### src/rtl/spi_xfer_sequencer.sv
// Byte-stream front end for an SPI master: TX FIFO feeds one master transfer per byte,
// completion is detected from chip-select returning high, and the received byte lands in an RX FIFO.
module spi_xfer_sequencer #(
    parameter int DEPTH = 8
) (
    input  logic                     clk,
    input  logic                     rst,
    input  logic                     wr_en,
    input  logic [7:0]               wr_data,
    output logic                     tx_full,
    output logic [$clog2(DEPTH):0]   tx_count,
    input  logic                     rd_en,
    output logic [7:0]               rd_data,
    output logic                     rx_empty,
    output logic [$clog2(DEPTH):0]   rx_count,
    output logic                     m_start,
    output logic [7:0]               m_data_in,
    input  logic [7:0]               m_data_out,
    input  logic                     m_cs,
    output logic                     busy,
    output logic                     wr_drop,
    input  logic                     clr_err
);

    localparam int AW = $clog2(DEPTH);
    localparam logic [AW:0]   FULL_CNT = (AW + 1)'(DEPTH);
    localparam logic [AW:0]   CNT_ONE  = (AW + 1)'(1);
    localparam logic [AW-1:0] PTR_ONE  = AW'(1);

    typedef enum logic [1:0] {
        IDLE,
        WAIT_LOW,
        WAIT_HIGH,
        CAPTURE
    } state_t;

    state_t state;

    logic [7:0]    tx_mem [DEPTH];
    logic [AW-1:0] tx_wptr;
    logic [AW-1:0] tx_rptr;
    logic [AW:0]   tx_cnt;

    logic [7:0]    rx_mem [DEPTH];
    logic [AW-1:0] rx_wptr;
    logic [AW-1:0] rx_rptr;
    logic [AW:0]   rx_cnt;

    logic launch;
    logic tx_push;
    logic tx_pop;
    logic rx_push;
    logic rx_pop;

    // Launch only when RX has room: RX cannot gain entries while a transfer is in flight.
    assign launch  = (state == IDLE) && (tx_cnt != '0) && (rx_cnt != FULL_CNT);
    assign tx_push = wr_en && !tx_full;
    assign tx_pop  = launch;
    assign rx_push = (state == CAPTURE);
    assign rx_pop  = rd_en && !rx_empty;

    assign tx_full  = (tx_cnt == FULL_CNT);
    assign tx_count = tx_cnt;
    assign rx_empty = (rx_cnt == '0);
    assign rx_count = rx_cnt;
    assign rd_data  = rx_empty ? 8'h00 : rx_mem[rx_rptr];

    // NOTE: storage arrays carry no reset; pointers and counts alone define what is valid.
    always_ff @(posedge clk) begin
        if (tx_push) tx_mem[tx_wptr] <= wr_data;
        if (rx_push) rx_mem[rx_wptr] <= m_data_out;
    end

    always_ff @(posedge clk or negedge rst) begin
        if (!rst) begin
            tx_wptr <= '0;
            tx_rptr <= '0;
            tx_cnt  <= '0;
        end else begin
            if (tx_push) tx_wptr <= tx_wptr + PTR_ONE;
            if (tx_pop)  tx_rptr <= tx_rptr + PTR_ONE;
            case ({tx_push, tx_pop})
                2'b10:   tx_cnt <= tx_cnt + CNT_ONE;
                2'b01:   tx_cnt <= tx_cnt - CNT_ONE;
                default: tx_cnt <= tx_cnt;
            endcase
        end
    end

    always_ff @(posedge clk or negedge rst) begin
        if (!rst) begin
            rx_wptr <= '0;
            rx_rptr <= '0;
            rx_cnt  <= '0;
        end else begin
            if (rx_push) rx_wptr <= rx_wptr + PTR_ONE;
            if (rx_pop)  rx_rptr <= rx_rptr + PTR_ONE;
            case ({rx_push, rx_pop})
                2'b10:   rx_cnt <= rx_cnt + CNT_ONE;
                2'b01:   rx_cnt <= rx_cnt - CNT_ONE;
                default: rx_cnt <= rx_cnt;
            endcase
        end
    end

    // A set request outranks a clear arriving in the same cycle.
    always_ff @(posedge clk or negedge rst) begin
        if (!rst) begin
            wr_drop <= 1'b0;
        end else if (wr_en && tx_full) begin
            wr_drop <= 1'b1;
        end else if (clr_err) begin
            wr_drop <= 1'b0;
        end
    end

    // NOTE: non-blocking assignments here so every output updates on the same edge as the state.
    always_ff @(posedge clk or negedge rst) begin
        if (!rst) begin
            state     <= IDLE;
            m_start   <= 1'b0;
            m_data_in <= 8'h00;
            busy      <= 1'b0;
        end else begin
            m_start <= 1'b0;
            case (state)
                IDLE: begin
                    if (launch) begin
                        m_data_in <= tx_mem[tx_rptr];
                        m_start   <= 1'b1;
                        busy      <= 1'b1;
                        state     <= WAIT_LOW;
                    end
                end
                WAIT_LOW: begin
                    if (!m_cs) state <= WAIT_HIGH;
                end
                WAIT_HIGH: begin
                    if (m_cs) state <= CAPTURE;
                end
                CAPTURE: begin
                    busy  <= 1'b0;
                    state <= IDLE;
                end
                default: begin
                    busy  <= 1'b0;
                    state <= IDLE;
                end
            endcase
        end
    end

endmodule
### config.mk
export PLATFORM = sky130hd
export DESIGN_NAME = spi_xfer_sequencer
export DESIGN_NICKNAME = d
export VERILOG_FILES = /design/src/rtl/spi_xfer_sequencer.sv
export SDC_FILE = /design/constraint.sdc
export NUM_CORES = 1
export LEC_CHECK = 0
export BUFFER_PORTS_ARGS = -buffer_cell sky130_fd_sc_hd__buf_2
export CORE_MARGIN = 2
export CORE_UTILIZATION = 43
export DETAILED_ROUTE_END_ITERATION = 10
export SLEW_MARGIN = 20
export SYNTH_ARGS = -nofsm -noshare
export SYNTH_HDL_FRONTEND = slang
export SYNTH_SLANG_ARGS = --single-unit
### constraint.sdc
create_clock -name clk -period 6 [get_ports clk]
set_input_delay 0.6 -clock clk [delete_from_list [all_inputs] [get_ports clk]]
set_output_delay 0.6 -clock clk [all_outputs]
set_load 0.05 [all_outputs]
==> flow_summary.rst, run 1 <==
.. list-table::
   :header-rows: 1

   * - Metric
     - Value
   * - Outcome
     - finished, final reports clean
   * - H-tree level count
     - 4
   * - Synthesized net count
     - between 300 and 400
   * - Net count of the finished layout
     - 457
   * - Share of total power in sequential cells
     - about two fifths
   * - Detailed Place HPWL
     - 7231 um
   * - Number of hold buffers added after cts
     - 0
   * - Worst-Skew Late Latency
     - approximately 0.43 ns
   * - Switching share of power
     - about 37%
   * - Start-to-end type of the worst setup path
     - reg2out
   * - NetSw
     - approximately 0.0016 W
   * - DIE AREA
     - between 15000 and 20000 um^2
   * - Final max-slew violation count
     - 0
   * - Register area share after synthesis
     - a little over two thirds
   * - Max cap viols
     - 0
   * - Most common cell after layout, fill and taps aside
     - sky130_fd_sc_hd__edfxtp_1
   * - All-layer global routing usage
     - ~15%
   * - CTS tree
     - built
   * - Tcrit/Tclk final
     - a little under half
   * - Leakage power of the design
     - ~2.7 nW
   * - Final Skew
     - just over 0.007 ns
   * - Peak fanout along the critical path
     - 18
   * - Antenna fix cells
     - 0
   * - Count of endpoints failing setup in the final report
     - 0
   * - Final GP Congestion
     - 0.7100
   * - Standard-cell rows
     - 45
   * - TritonCTS Buffers
     - 17
   * - Flops & latches, synth
     - about 160
   * - Library cell with the largest summed area after synthesis
     - sky130_fd_sc_hd__edfxtp_1
   * - Mean routed wirelength per cell
     - 18.52 um
   * - Number of clock sinks
     - 161
   * - Total wirelength of the detailed-routed design
     - roughly 12000 um
   * - Required time of the critical path
     - 5.40 ns
   * - Internal Pwr Total
     - around 0.0027 W
   * - Maximum operating frequency
     - between 300 and 400 MHz
   * - Total I/O pin count
     - between 50 and 60
   * - Post-DR vias/cell
     - about 5.2
   * - Final-layout setup total negative slack
     - 0 ns
   * - Top cells by area, synth
     - sky130_fd_sc_hd__edfxtp_1, sky130_fd_sc_hd__dfrtp_1, sky130_fd_sc_hd__mux4_2
   * - Layer carrying the most global-route usage
     - met2
   * - Proportion of netlist area held by the largest area contributor
     - 57.97%
   * - Slew at the pin closest to its max-slew limit
     - about 0.98 ns
   * - Router iterations before antenna repair
     - 4
   * - Post-route DRC violation count
     - 0
   * - Avg Inst Size Synth
     - ~18 um^2
   * - Total power
     - ~0.0042 W
   * - Relative contribution of combinational cells to total power
     - between 30 and 40%
   * - Register-to-Register Setup Slack
     - 3.28 ns
   * - Highest-count cells in the layout ignoring fill and taps
     - sky130_fd_sc_hd__edfxtp_1, sky130_fd_sc_hd__buf_2, sky130_fd_sc_hd__mux4_2
   * - Arr. time, crit path
     - 2.22 ns
   * - Number of nets with antenna violations after routing
     - 0
   * - I/O Buffers
     - 50
   * - Critical path startpoint category
     - flip-flop
   * - Width of the die
     - roughly 130 um
   * - Worst hold path type
     - in2async
   * - Remaining global-route overflow
     - 0
   * - Fraction of met1 tracks used by global routing
     - 19.04%
   * - Setup fix buffers added after clock tree synthesis
     - 0
   * - Post-cts resize count
     - 0
   * - Kind of end point of the critical path
     - primary output
   * - Share of total power in the clock network
     - 24.5%
   * - Post-synthesis instance area
     - between 6000 and 7000 um^2
   * - Area of the placeable core
     - about 15000 um^2
   * - Share of final-layout standard cells stronger than drive strength 1
     - 30.02%
   * - Clock tree root buffer cell
     - sky130_fd_sc_hd__clkbuf_16
   * - Number of violations reported at the end of detailed-routing iteration 0
     - 174
   * - Count of warnings emitted by yosys
     - 0
   * - Vias
     - roughly 3200
   * - Number of instances in the synthesized netlist
     - 362
   * - Wire length of the first global-routing pass
     - 18110 um
   * - Met2 Usage GRT
     - between 20% and 30%
   * - Slew HR
     - between 30 and 40%
   * - Distinct cell type count after synthesis
     - 37
   * - Vertical extent of the die
     - 128.2 um
   * - Cell area power density
     - roughly 560 nW/um^2
   * - Maximum count of clock buffers along a single path
     - 2
   * - RSZ-0062 raised after global routing
     - false
   * - Number of cells traversed by the worst register-to-register path
     - 9
   * - VDD IR max
     - 257.1 uV
   * - Via count of the first global-routing pass
     - between 3000 and 4000
   * - Clk slew on worst S/H paths
     - about 0.060 ns
   * - Number of antenna violations at the first check in global routing
     - 1
   * - Number of failing hold endpoints at the final stage
     - 0
   * - Global-route track usage on met3
     - under 10%
   * - Syn-to-layout area delta
     - 15.19%
   * - Shortest period the worst path allows
     - between 2 and 3 ns
   * - Largest net degree at the start of global routing
     - 34
   * - Starting utilization of the core area
     - ~44%
stage by stage:
step	utilization (%)	setup slack, ns	hold WS (ns)	area [um^2]	instances
global route	50.43	2.993	0.3250	7637	621
CTS	50.42	2.745	0.2937	7636	621
detailed placement	46.67	3.216	0.4863	7068	589
global placement	46.66	3.236	0.4699	7067	589
floorplan	-	2.668	0.3044	6630	362
finish	50.43	3.179	0.2572	7637	621
cells by family after synthesis:
group           after synthesis  share of synthesized area [%]
compound gates               18                          1.925
xor+xnor                     17                          2.246
fa+ha+maj                    15                          2.831
buf+inv                      19                          1.585
flops                       161                          70.43
mux                          54                          14.42
simple gates                 78                          6.567
metal layers:
metal	vias to the layer above	share of wire, %
met5	-	0.096
met4	2	1.9
met3	20	3.5
met2	48	50
met1	1650	45
li1	1528	-
state kept, by name, indices dropped and copies added, names as in the netlist, 2 cells and up:
signal / count
m_data_in: 8
rx_count: 4
rx_mem: 64
rx_rptr: 3
rx_wptr: 3
state: 2
tx_count: 4
tx_mem: 64
tx_rptr: 3
tx_wptr: 3
worst max-delay path, cell delays in order, from the launching register on:
cell	delay, ns
sky130_fd_sc_hd__dfrtp_2	0.74
sky130_fd_sc_hd__mux4_2	0.59
sky130_fd_sc_hd__mux2i_1	0.16
sky130_fd_sc_hd__nor2_1	0.05
sky130_fd_sc_hd__buf_2	0.24
cells in the mapped netlist (all sizes together):
cell	number
nand2b	9
mux2i	16
nand2	23
nor3b	2
nor3	6
nor4	4
nor2b	2
a22o	1
edfxtp	128
a32oi	1
clkbuf	3
nor2	23
o21a	8
o31ai	1
o21ai	3
xor2	9
mux2	6
buf	11
dfrtp	33
nand3b	2
nor4b	4
xnor2	8
a2111oi	2
nand3	3
ha	15
a21oi	2
inv	5
mux4	32
cell type report:
class                   instances  area, um^2
repair buffers                 53       272.8
well taps                     188       235.2
multi-input cells             182        1871
clock buffers                  18       429.2
flip-flops and latches        161        4672
clock inverters                14       138.9
inverters                       5       18.77
fillers                      1259        7508
power groups by stage:
| stage | clock network, W | registers (W) | logic (W) |
|---|---|---|---|
| 3_5_place_dp | 0 | 0.00178 | 0.00148 |
| 3_3_place_gp | 0 | 0.00177 | 0.00145 |
| 2_1_floorplan | 0 | 0.00180 | 0.00112 |
| 6_report | 0.00104 | 0.00175 | 0.00146 |
| 4_1_cts | 0.00106 | 0.00176 | 0.00148 |
| 5_1_grt | 0.00111 | 0.00180 | 0.00158 |
worst paths after layout:
kind                              start            to
max in group asynchronous           rst    tx_rptr[0]
min reg2reg                m_data_in[0]  m_data_in[0]
min in group clk                clr_err       wr_drop
max                          rx_rptr[0]    rd_data[1]
max reg2reg                 rx_count[1]   rx_count[2]
min                                 rst          busy
Note: power is estimated with default switching activity, not from simulation.
==> run 2: changes to the inputs <==
==> constraint.sdc (replaced) <==
create_clock -name clk -period 2.75 [get_ports clk]
set_input_delay 0.275 -clock clk [delete_from_list [all_inputs] [get_ports clk]]
set_output_delay 0.275 -clock clk [all_outputs]
set_load 0.05 [all_outputs]
==> flow_summary.rst, run 2 (synthesized netlist as in run 1, its figures left out) <==
.. list-table::
   :header-rows: 1

   * - Metric
     - Value
   * - Number of nets with antenna violations after routing
     - 0
   * - Wire length of the first global-routing pass
     - just under 20000 um
   * - All-layer global routing usage
     - approximately 16%
   * - Final std cell area, no fill
     - 7799 um^2
   * - Post-route non-filler standard cell count
     - 639
   * - Number of clock sinks
     - 161
   * - Setup fix buffers added after clock tree synthesis
     - 0
   * - Antenna fix cells
     - 0
   * - Number of failing hold endpoints at the final stage
     - 0
   * - Met2 routed wirelength
     - 6025 um
   * - Required time of the critical path
     - about 2.5 ns
   * - Clk slew on worst S/H paths
     - approximately 0.070 ns
   * - Width of the die
     - about 130 um
   * - Starting utilization of the core area
     - a little over two fifths
   * - H-tree level count
     - 4
   * - Standard-cell rows
     - 45
   * - Slew HR
     - roughly 44%
   * - Outcome
     - finished, final reports clean
   * - VDD IR max
     - 533.6 uV
   * - Worst-Skew Late Latency
     - 0.42 ns
   * - Vertical extent of the die
     - about 130 um
   * - Most common cell after layout, fill and taps aside
     - sky130_fd_sc_hd__edfxtp_1
   * - Max cap viols
     - 0
   * - DIE AREA
     - around 16000 um^2
   * - Share of final-layout standard cells stronger than drive strength 1
     - about a third
   * - Met3 routed WL
     - ~450 um
   * - CTS tree
     - built
   * - Remaining global-route overflow
     - 0
   * - Number of placed instances, taps included
     - 606
   * - Arr. time, crit path
     - ~2.2 ns
   * - Highest-count cells in the layout ignoring fill and taps
     - sky130_fd_sc_hd__edfxtp_1, sky130_fd_sc_hd__buf_2, sky130_fd_sc_hd__mux4_2
   * - Highest layer used for signal routing
     - met4
   * - Critical path startpoint category
     - flip-flop
   * - Routed metal-1 wire length
     - 5228 um
   * - Area of placed instances
     - 7224 um^2
   * - Final Skew
     - just over 0.007 ns
   * - Slew at the pin closest to its max-slew limit
     - ~0.84 ns
   * - Number of violations reported at the end of detailed-routing iteration 0
     - around 160
   * - Syn-to-layout area delta
     - 17.63%
   * - Start-to-end type of the worst setup path
     - reg2out
   * - Peak fanout along the critical path
     - 18
   * - Largest registers ranked by flip-flop count
     - rx_mem (64), tx_mem (64), m_data_in (8)
   * - Leakage power of the design
     - around 2.8 nW
   * - Maximum operating frequency
     - around 400 MHz
   * - Final max-slew violation count
     - 0
   * - Count of endpoints failing setup in the final report
     - 0
   * - I/O Buffers
     - 50
   * - Cell area power density
     - ~1200 nW/um^2
   * - Router iterations before antenna repair
     - 4
   * - Net count of the finished layout
     - ~480
   * - Detailed Place HPWL
     - 7420 um
   * - Total wirelength of the detailed-routed design
     - approximately 12000 um
   * - Area of the placeable core
     - roughly 15000 um^2
   * - Total power
     - 0.009408 W
   * - Maximum count of clock buffers along a single path
     - 2
   * - Total I/O pin count
     - between 50 and 60
   * - Post-cts resize count
     - 0
   * - Largest net degree at the start of global routing
     - 34
   * - Filler cell count
     - approximately 1200
   * - Worst hold path type
     - in2reg
   * - Final GP Congestion
     - between 0.7 and 0.8
   * - Post-route worst hold slack
     - between 0.04 and 0.05 ns
   * - Kind of end point of the critical path
     - primary output
   * - Vias
     - about 3400
   * - Tcrit/Tclk final
     - about 90%
   * - Mean routed wirelength per cell
     - roughly 19 um
   * - RSZ-0062 raised after global routing
     - false
   * - Post-route DRC violation count
     - 0
   * - Post-DR vias/cell
     - 5.279
   * - Shortest period the worst path allows
     - between 2 and 2.5 ns
   * - Via count of the first global-routing pass
     - about 3500
   * - Clock tree root buffer cell
     - sky130_fd_sc_hd__clkbuf_16
   * - Number of antenna violations at the first check in global routing
     - 0
   * - TritonCTS Buffers
     - 17
==> run 2: final timing paths <==
kind	end	depth (start not counted)	slack (ns)	start
setup / recovery	rd_data[3]	4	0.30	rx_rptr[1]
hold / removal	wr_drop	2	0.04	clr_err
setup reg to reg	tx_count[2]	9	0.38	rx_count[1]
hold reg to reg	m_data_in[0]	1	0.49	m_data_in[0]
max in group asynchronous	tx_count[3]	2	1.73	rst
min in group asynchronous	rx_count[2]	2	0.47	rst
==> run 2: metal layers <==
layer  vias up  track usage, %
li1       1558               -
met1      1722           20.18
met2        74           26.64
met3        19           4.299
met4         0           6.141
met5         -               0
==> run 2: critical path, stage by stage, from the launching register on <==
cell,delay [ns]
sky130_fd_sc_hd__dfrtp_1,0.88
sky130_fd_sc_hd__mux4_2,0.40
sky130_fd_sc_hd__mux2i_1,0.18
sky130_fd_sc_hd__nor2_1,0.08
sky130_fd_sc_hd__buf_2,0.21
==> run 2: final cells by class <==
cell class / instances / area [um^2] / area share [%]
Sequential cell: 161 / 4678 / 59.99
Multi-Input combinational cell: 182 / 1892 / 24.26
Clock buffer: 17 / 425.4 / 5.455
Timing Repair Buffer: 71 / 410.4 / 5.262
Tap cell: 188 / 235.2 / 3.016
Clock inverter: 15 / 138.9 / 1.781
Inverter: 5 / 18.77 / 0.2407
==> run 2: timing repair <==
item,in CTS,in global routing
hold endpoints to repair,33,0
hold buffers,1,0
endpoints found under the setup margin,0,0
==> run 2: metrics by stage <==
step	setup TNS [ns]	setup WS [ns]	util (%)
floorplan	-0.1063	-0.04323	-
global placement	0	0.5113	47.70
detailed placement	0	0.4272	47.70
CTS	0	0.2733	51.49
global route	0	0.1513	51.49
finish	0	0.2958	51.49
==> run 2: report_power, final <==
group          total (W)  internal [W]  switching (W)
Combinational    0.00349       0.00142        0.00206
Sequential       0.00369       0.00316       0.000533
Clock            0.00223       0.00120        0.00104
Total            0.00941       0.00577        0.00363
==> run 3: changes to the inputs <==
--- a/config.mk
+++ b/config.mk
@@ -7,8 +7,10 @@
 export LEC_CHECK = 0
 export BUFFER_PORTS_ARGS = -buffer_cell sky130_fd_sc_hd__buf_2
 export CORE_MARGIN = 2
-export CORE_UTILIZATION = 43
+export CORE_UTILIZATION = 50
+export CTS_BUF_LIST = sky130_fd_sc_hd__clkbuf_4
 export DETAILED_ROUTE_END_ITERATION = 10
+export PLACE_DENSITY = 0.68
 export SLEW_MARGIN = 20
 export SYNTH_ARGS = -nofsm -noshare
 export SYNTH_HDL_FRONTEND = slang
==> flow_summary.rst, run 3 (synthesized netlist as in run 1, its figures left out) <==
.. list-table::
   :header-rows: 1

   * - Metric
     - Value
   * - Critical path's top delay family
     - flip-flops
   * - Slew HR
     - roughly 45%
   * - Vias
     - 3432
   * - Number of clock sinks
     - approximately 160
   * - Maximum count of clock buffers along a single path
     - 2
   * - Max cap viols
     - 0
   * - Final Skew
     - about 0.015 ns
   * - Detailed Place HPWL
     - 7726 um
   * - Total I/O pin count
     - between 50 and 60
   * - Vertical extent of the die
     - 119.2 um
   * - Critical Path, Cell by Cell
     - mux4_2 -> mux2i_1 -> nor2_1 -> buf_2
   * - Area of the placeable core
     - 13090 um^2
   * - Shortest period the worst path allows
     - approximately 2.6 ns
   * - Remaining global-route overflow
     - 0
   * - Required time of the critical path
     - approximately 2.5 ns
   * - Number of violations reported at the end of detailed-routing iteration 0
     - around 220
   * - Slew at the pin closest to its max-slew limit
     - 0.8255 ns
   * - TritonCTS Buffers
     - 17
   * - Via count of the first global-routing pass
     - roughly 3600
   * - Post-route DRC violation count
     - 0
   * - Highest-count cells in the layout ignoring fill and taps
     - sky130_fd_sc_hd__edfxtp_1, sky130_fd_sc_hd__buf_2, sky130_fd_sc_hd__mux4_2
   * - Total wirelength of the detailed-routed design
     - roughly 12000 um
   * - Peak fanout along the critical path
     - 18
   * - Share of total power in the clock network
     - roughly 15%
   * - Internal Pwr Total
     - 0.005075 W
   * - Filler cell count
     - just under 1000
   * - Post-route non-filler standard cell count
     - roughly 650
   * - Leakage power of the design
     - ~2.8 nW
   * - DIE AREA
     - between 10000 and 15000 um^2
   * - Maximum operating frequency
     - between 300 and 400 MHz
   * - Share of final-layout standard cells stronger than drive strength 1
     - 32.84%
   * - Final-layout setup total negative slack
     - 0 ns
   * - Post-route worst hold slack
     - 0.08569 ns
   * - H-tree level count
     - 4
   * - Number of nets with antenna violations after routing
     - 0
   * - Net count of the finished layout
     - just under 500
   * - Largest registers ranked by flip-flop count
     - rx_mem (64), tx_mem (64), m_data_in (8)
   * - I/O Buffers
     - 50
   * - Router iterations before antenna repair
     - 4
   * - Fraction of the core area covered by cells at the end of the flow
     - between 50% and 60%
   * - Kind of end point of the critical path
     - primary output
   * - Final max-slew violation count
     - 0
   * - Setup fix buffers added after clock tree synthesis
     - 0
   * - Final GP Congestion
     - between 0.7 and 0.8
   * - Post-DR vias/cell
     - 5.321
   * - All-layer global routing usage
     - 18.60%
   * - Switching share of power
     - 39.92%
   * - CTS tree
     - built
   * - NetSw
     - 0.003372 W
   * - Number of antenna violations at the first check in global routing
     - 0
   * - VDD IR max
     - around 560 uV
   * - Critical path's largest stage delay
     - 0.88 ns
   * - Buffers plus inverters on the worst setup path
     - 1
   * - Total power
     - about 0.0084 W
   * - Antenna fix cells
     - 0
   * - Count of endpoints failing setup in the final report
     - 0
   * - Start-to-end type of the worst setup path
     - reg2out
   * - Number of failing hold endpoints at the final stage
     - 0
   * - Share of total power in sequential cells
     - between 40% and 50%
   * - Syn-to-layout area delta
     - 15.36%
   * - Worst-Skew Late Latency
     - roughly 0.52 ns
   * - Tcrit/Tclk final
     - 92.74%
   * - Outcome
     - finished, final reports clean
   * - Worst hold path type
     - in2reg
   * - Clk slew on worst S/H paths
     - between 0.1 and 0.15 ns
   * - Number of placed instances, taps included
     - around 590
   * - Largest net degree at the start of global routing
     - 34
   * - CP max-delay cell
     - sky130_fd_sc_hd__dfrtp_1
   * - Mean routed wirelength per cell
     - approximately 19 um
   * - Most common cell after layout, fill and taps aside
     - sky130_fd_sc_hd__edfxtp_1
   * - Critical path startpoint category
     - flip-flop
   * - Wire length of the first global-routing pass
     - ~19000 um
   * - RSZ-0062 raised after global routing
     - false
   * - Standard-cell rows
     - 42
   * - Clock tree root buffer cell
     - sky130_fd_sc_hd__clkbuf_4
   * - Arr. time, crit path
     - 2.28 ns
   * - Width of the die
     - about 120 um
   * - Relative contribution of combinational cells to total power
     - 41.5%
   * - Cell area power density
     - 1104 nW/um^2
   * - Starting utilization of the core area
     - a little over 50%
[run 3: cell count changes in the layout (fill, tap and decap cells not counted), sizes merged]
| cell | before | now |
|---|---|---|
| bufinv | 0 | 1 |
| clkbuf | 17 | 21 |
| clkinv | 4 | 9 |
| clkinvlp | 2 | 0 |
| dlygate4sd3 | 1 | 19 |
| inv | 14 | 6 |
[run 3: per-layer routing]
layer | up-vias | track usage [%] | share of wire (%)
met5 | - | 0 | 0
met3 | 9 | 4.789 | 4.1
met1 | 1761 | 24.10 | 44
met4 | 0 | 6.027 | 0.86
met2 | 72 | 30.96 | 51
li1 | 1590 | - | -
[run 3: timing repair]
action / 4_1_cts / 5_1_grt
setup endpoints to repair: 0 / 0
resized for setup: 0 / 0
hold buffers: 19 / 0
endpoints found under the hold margin: 162 / 0
[run 3: tightest hold or removal path, delay by kind of cell]
| family | cells | cell delay (ns) |
|---|---|---|
| buffers and inverters | 1 | 0.11 |
| AOI/OAI and AO/OA | 1 | 0.10 |
| and+or+nand+nor | 1 | 0.09 |
[run 3: through the flow]
step / instance area [um^2] / worst slack [ns]
2_1_floorplan: 6670 / -0.04323
3_3_place_gp: 7209 / 0.3916
3_5_place_dp: 7209 / 0.3385
4_1_cts: 7649 / 0.07247
5_1_grt: 7649 / 0.001036
6_report: 7649 / 0.1997
[run 3: layout make-up]
class / count / area (um^2) / share of cell area, %
inverter: 5 / 18.77 / 0.2454
tap: 176 / 220.2 / 2.879
sequential: 161 / 4678 / 61.16
clock inverter: 11 / 91.34 / 1.194
multi-input combinational: 182 / 1892 / 24.73
timing repair buffer: 89 / 590.6 / 7.721
clock buffer: 21 / 157.7 / 2.061
[run 3: worst paths after layout]
kind	start	to	slack (ns)	cells past startpoint
max	rx_rptr[1]	rd_data[3]	0.20	4
min	m_cs	state[0]	0.09	3
max reg2reg	rx_count[1]	tx_count[2]	0.37	9
min reg2reg	m_data_in[4]	m_data_in[4]	0.50	1
max in group asynchronous	rst	tx_count[3]	1.81	2
min in group asynchronous	rst	m_data_in[3]	0.37	2
[run 3: power groups by stage]
| stage | sequential, W | clock, W | combinational [W] |
|---|---|---|---|
| final | 0.00368 | 0.00126 | 0.00351 |
| after global routing | 0.00375 | 0.00140 | 0.00381 |
| after CTS | 0.00369 | 0.00131 | 0.00357 |
| after detailed placement | 0.00374 | 0 | 0.00354 |
| after global placement | 0.00370 | 0 | 0.00348 |
| after floorplan | 0.00396 | 0 | 0.00248 |
